`src/rtl/cpu_pkg.sv`:
```
// Shared constants for the 4-bit CPU datapath: default width, load-strobe
// bit positions and data-selector input indices.
package cpu_pkg;

  localparam int DATA_WIDTH = 4;

  localparam int LD_A   = 0;
  localparam int LD_B   = 1;
  localparam int LD_OUT = 2;
  localparam int LD_PC  = 3;

  localparam int SEL_A    = 0;
  localparam int SEL_B    = 1;
  localparam int SEL_IN   = 2;
  localparam int SEL_ZERO = 3;

  // Load strobes from the decoder are active-low.
  function automatic logic strobe(input logic [3:0] load_n, input int idx);
    return ~load_n[idx];
  endfunction

endpackage

```
`src/rtl/sync_ff.sv`:
```
// N-stage flop synchroniser with asynchronous active-low reset; shifts
// every clock and presents the last stage.
module sync_ff #(
  parameter int WIDTH  = 1,
  parameter int STAGES = 2
) (
  input  logic             clk,
  input  logic             n_reset,
  input  logic [WIDTH-1:0] d,
  output logic [WIDTH-1:0] q
);

  logic [WIDTH-1:0] chain [STAGES];

  always_ff @(posedge clk or negedge n_reset) begin
    if (!n_reset) begin
      for (int i = 0; i < STAGES; i++) chain[i] <= '0;
    end else begin
      chain[0] <= d;
      for (int i = 1; i < STAGES; i++) chain[i] <= chain[i-1];
    end
  end

  assign q = chain[STAGES-1];

endmodule

```
`src/rtl/reg_bank.sv`:
```
// State-holding stage of the 4-bit CPU: A, B, OUT latch, PC, carry flag and
// the in_port synchroniser. REG_BANK_STEP_EN adds a single-step push button.
module reg_bank
  import cpu_pkg::*;
#(
  parameter int WIDTH       = DATA_WIDTH,
  parameter int SYNC_STAGES = 2
) (
  input  logic             clk,
  input  logic             n_reset,
  input  logic [WIDTH-1:0] in_port,
  input  logic [WIDTH-1:0] alu_result,
  input  logic             alu_carry,
  input  logic [3:0]       load_n,
`ifdef REG_BANK_STEP_EN
  input  logic             step,
`endif
  output logic [WIDTH-1:0] sel_in0,
  output logic [WIDTH-1:0] sel_in1,
  output logic [WIDTH-1:0] sel_in2,
  output logic [WIDTH-1:0] sel_in3,
  output logic [WIDTH-1:0] out_port,
  output logic [WIDTH-1:0] pc,
  output logic             carry_flag
);

  logic [WIDTH-1:0] reg_a;
  logic [WIDTH-1:0] reg_b;
  logic [WIDTH-1:0] reg_out;
  logic [WIDTH-1:0] reg_pc;
  logic             reg_cf;
  logic [WIDTH-1:0] in_sync;
  logic             upd;

  sync_ff #(.WIDTH(WIDTH), .STAGES(SYNC_STAGES)) u_in_sync (
    .clk     (clk),
    .n_reset (n_reset),
    .d       (in_port),
    .q       (in_sync)
  );

`ifdef REG_BANK_STEP_EN
  logic step_sync;
  logic step_prev;

  sync_ff #(.WIDTH(1), .STAGES(SYNC_STAGES)) u_step_sync (
    .clk     (clk),
    .n_reset (n_reset),
    .d       (step),
    .q       (step_sync)
  );

  always_ff @(posedge clk or negedge n_reset) begin
    if (!n_reset) step_prev <= 1'b0;
    else          step_prev <= step_sync;
  end

  // One instruction per press, however long the button is held.
  assign upd = step_sync & ~step_prev;
`else
  assign upd = 1'b1;
`endif

  always_ff @(posedge clk or negedge n_reset) begin
    if (!n_reset) begin
      reg_a   <= '0;
      reg_b   <= '0;
      reg_out <= '0;
      reg_pc  <= '0;
      reg_cf  <= 1'b0;
    end else if (upd) begin
      if (strobe(load_n, LD_A))   reg_a   <= alu_result;
      if (strobe(load_n, LD_B))   reg_b   <= alu_result;
      if (strobe(load_n, LD_OUT)) reg_out <= alu_result;
      if (strobe(load_n, LD_PC))  reg_pc  <= alu_result;
      else                        reg_pc  <= reg_pc + WIDTH'(1);
      reg_cf <= alu_carry;
    end
  end

  assign sel_in0    = reg_a;
  assign sel_in1    = reg_b;
  assign sel_in2    = in_sync;
  assign sel_in3    = '0;
  assign out_port   = reg_out;
  assign pc         = reg_pc;
  assign carry_flag = reg_cf;

endmodule

```
`config.mk`:
```
export PLATFORM = sky130hd
export DESIGN_NAME = reg_bank
export DESIGN_NICKNAME = d
export VERILOG_FILES = /design/src/rtl/cpu_pkg.sv /design/src/rtl/sync_ff.sv /design/src/rtl/reg_bank.sv
export SDC_FILE = /design/constraint.sdc
export NUM_CORES = 1
export LEC_CHECK = 0
export CAP_MARGIN = 15
export CORE_MARGIN = 4
export CORE_UTILIZATION = 43
export CTS_CLUSTER_DIAMETER = 120
export DETAILED_ROUTE_END_ITERATION = 10
export GPL_TIMING_DRIVEN = 0
export HOLD_SLACK_MARGIN = 0.05
export PLACE_DENSITY = 0.89
export SLEW_MARGIN = 20
export SYNTH_ARGS = -nofsm -noshare
export SYNTH_HDL_FRONTEND = slang
export SYNTH_SLANG_ARGS = --single-unit
export TNS_END_PERCENT = 10
```
`constraint.sdc`:
```
create_clock -name clk -period 2.1 [get_ports clk]
set_input_delay 0.21 -clock clk [delete_from_list [all_inputs] [get_ports clk]]
set_output_delay 0.21 -clock clk [all_outputs]
set_load 0.1 [all_outputs]
```
==> results_dict.tcl <==
set metrics [dict create \
    finish.net_count 120 \
    finalCoreUtilization_pct 67.16 \
    power.ir.vdd_worst_mv 0.5857 \
    cts_root_buffer "sky130_fd_sc_hd__clkbuf_4" \
    post-cts-setup-buffer-count 0 \
    cp-start-kind "flop" \
    timing.hold.ws_ns 0.3270 \
    synth_ff_type "sky130_fd_sc_hd__dfrtp_1" \
    crit_path_max_incr_delay_ns 1.15 \
    number_of_warnings_printed_during_yosys_synthesis 0 \
    cts.sink_count 25 \
    power.leakage_nw 0.6141 \
    r2r_slack_ns 1.02 \
    dp_worst_setup_slack_ns 0.3486 \
    critical-path-slowest-cell "sky130_fd_sc_hd__clkdlybuf4s50_1" \
    yosysTopAreaCellShare_pct 69.93 \
    viasPerCell 4.515 \
    rsz_0062_raised_after_global_routing "no" \
    timing.final.crit_share_pct 97.61 \
    final_max_slew_viol_count 0 \
    placedInstanceArea_mm2 0.001290 \
    placedCellCount 125 \
    pin_count 40 \
    first_pass_grt_wire_length_mm 2.787 \
    critical_path_buf_inv_count 1 \
    die_height_um 53.61 \
    cts_inserted_buffers 3 \
    remaining_drc_errors 0 \
    synthMostInstantiatedCell "sky130_fd_sc_hd__dfrtp_1" \
    post_dp_hpwl_mm 1.433 \
    syn-instance-count 60 \
    wp_data_required_ns 1.89 \
    critical_path_class "reg2out" \
    critical_path_peak_fanout 2 \
    final-setup-viol-count 0 \
    outcome "finished clean" \
    skew_ns 0.0007528 \
    fp-row-count 16 \
    via_count_of_the_first_global_routing_pass 592 \
    drt_iter0_drc 5 \
    multi_input_area_um2 216.5 \
    num_vias 587 \
    routed_wirelength_mm 1.804 \
    reg2regPathDepth 2 \
    finalHoldViolations 0 \
    global_route.overflow_total 0 \
    skew_pair_late_insertion_delay_ns 0.30 \
    synth.largest_area_cell "sky130_fd_sc_hd__dfrtp_1" \
    htreeDepth 1 \
    synthArstFlopShare_pct 100.0 \
    place.port_buffers 35 \
    design.core.area_mm2 0.001962 \
    gr-usage-all-layers_pct 14.07 \
    die_area_mm2 0.002874 \
    ys_seq_elements 25 \
    endpoint_kind "output port" \
    crit-reg2reg-launch "pc[0]" \
    antenna_left 0 \
    tightest_slew_ns 1.002 \
    grt_start_max_net_pins 26 \
    finalPower_mw 1.266 \
    clock.fmax_mhz 487.8 \
    synthTopCellsByCount "25 x sky130_fd_sc_hd__dfrtp_1, 10 x sky130_fd_sc_hd__mux2_2, 8 x sky130_fd_sc_hd__buf_4" \
    synth_seq_area_share_pct 69.93 \
    worstReg2RegEnd "pc[1]" \
    wire_per_inst_um 13.88 \
    min_from "in_port[2]" \
    clock_tree.buffer_depth 2 \
    holdPathStages 1 \
    critical_path.top_delay_family "buffers and inverters" \
    post_synthesis_cell_type_count 14 \
    timing.critical_path.arrival_ns 1.84 \
    antenna_cells_inserted 0 \
    synthesis.area_um2 894.6 \
    start_util_pct 45.60 \
    worst_slew_margin_rel_pct 33.06 \
    drt_pass1_iterations 4 \
    fillCellCount 158 \
    synth_enable_flop_cells 0 \
    summed_negative_setup_slack_over_all_endpoints_ns 0 \
    clkTransAtPathRegs_ns 0.12 \
    layoutNonFillerInstCount 130 \
    number_of_antenna_violations_at_the_first_check_in_global_routing 0 \
    power.density_cell_area_mw_per_mm2 961.2 \
    areaGrowthSynthToFinish_pct 47.27 \
    drive_gt1_share_pct 25.24 \
    timing.max_cap.violations 0 \
    timing.hold.worst_endpoint "u_in_sync.chain[6]" \
    min_period_ns 2.050 \
    final.setup.worst_slack_ns 0.05010 \
    synth_top_cells_by_area "sky130_fd_sc_hd__dfrtp_1 70%, sky130_fd_sc_hd__mux2_2 13%, sky130_fd_sc_hd__buf_4 6.7%, sky130_fd_sc_hd__o21ai_0 1.7%, sky130_fd_sc_hd__ha_1 1.4%" \
    register_cell_area_after_layout_um2 625.6 \
    tritoncts "yes" \
    die_extent_in_x_um 53.61 \
    final_design_area_no_fill_mm2 0.001318 \
    syn_avg_cell_area_um2 14.91 \
    hp-class "in2reg" \
    gp_congestion 0.7100 \
    crit_path_cell_trace "clkdlybuf4s50_1" \
]
routing by layer:
layer / GRT usage (%) / vias to the layer above / routed length (um)
li1: - / 276 / -
met1: 16.91 / 285 / 662
met2: 24.29 / 24 / 1022
met3: 2.770 / 2 / 100
met4: 6.383 / 0 / 18
met5: 0 / - / 0
timing repair:
item | CTS | global route
hold endpoints to repair | 0 | 25
pin swaps | 0 | 0
endpoints found under the setup margin | 1 | 7
gates resized for setup | 1 | 7
hold buffers | 0 | 1
layout by cell type, fill, tap and decap left out:
cell,netlist,layout
sky130_fd_sc_hd__mux2i_1,1,1
sky130_fd_sc_hd__mux2_2,10,10
sky130_fd_sc_hd__o21ai_0,3,3
sky130_fd_sc_hd__clkbuf_1,0,1
sky130_fd_sc_hd__xnor2_1,1,1
sky130_fd_sc_hd__dlygate4sd2_1,0,1
sky130_fd_sc_hd__ha_1,1,1
sky130_fd_sc_hd__clkdlybuf4s50_1,0,26
sky130_fd_sc_hd__a21oi_1,2,2
sky130_fd_sc_hd__nand2_1,3,3
sky130_fd_sc_hd__dlymetal6s2s_1,0,3
sky130_fd_sc_hd__buf_2,0,1
sky130_fd_sc_hd__buf_4,8,12
sky130_fd_sc_hd__dlygate4sd3_1,0,1
sky130_fd_sc_hd__nor2_1,2,2
sky130_fd_sc_hd__inv_1,1,1
sky130_fd_sc_hd__xor2_1,1,1
sky130_fd_sc_hd__conb_1,1,4
sky130_fd_sc_hd__nand3_1,1,1
sky130_fd_sc_hd__clkbuf_4,0,3
sky130_fd_sc_hd__dfrtp_1,25,25
worst max path at each step:
stage	cells after the start	slack [ns]	to	startpoint
3_5_place_dp	1	0.35	pc[0]	pc[0]
5_1_grt	1	0.006	out_port[3]	out_port[3]
3_3_place_gp	1	0.37	pc[0]	pc[0]
6_report	1	0.05	sel_in0[0]	sel_in0[0]
2_1_floorplan	2	0.44	pc[1]	pc[0]
4_1_cts	2	0.005	sel_in2[0]	u_in_sync.q[0]
power breakdown:
| part | switching, mW | internal, mW | leakage [nW] |
|---|---|---|---|
| registers | 0.0238 | 0.525 | 0.292 |
| logic | 0.390 | 0.127 | 0.307 |
| clock network | 0.127 | 0.0741 | 0.0150 |
sequential cells by signal, summed over array words and instances (netlist names):
| register | cells |
|---|---|
| carry_flag | 1 |
| out_port | 4 |
| pc | 4 |
| sel_in0 | 4 |
| sel_in1 | 4 |
| u_in_sync.chain | 4 |
| u_in_sync.q | 4 |
cells by family (layout without fill, tap and decap cells):
logic type      after synthesis  after routing  synth area share [%]
compound gates                5              5                 2.797
xor+xnor                      2              2                 1.958
simple gates                  6              6                 2.657
fa+ha+maj                     1              1                 1.398
flops                        25             25                 69.93
mux                          11             11                 13.71
buf+inv                       9             49                 7.133
other cells                   1              4                0.4192
area by class of cell:
| type | count | area share (%) |
|---|---|---|
| Buffer | 8 | 4.558 |
| Clock buffer | 4 | 1.994 |
| Timing Repair Buffer | 36 | 26.69 |
| Tap cell | 27 | 2.564 |
| Sequential cell | 25 | 47.48 |
| Multi-Input combinational cell | 29 | 16.43 |
| Inverter | 1 | 0.2849 |
(Power assumes the default switching activity.)
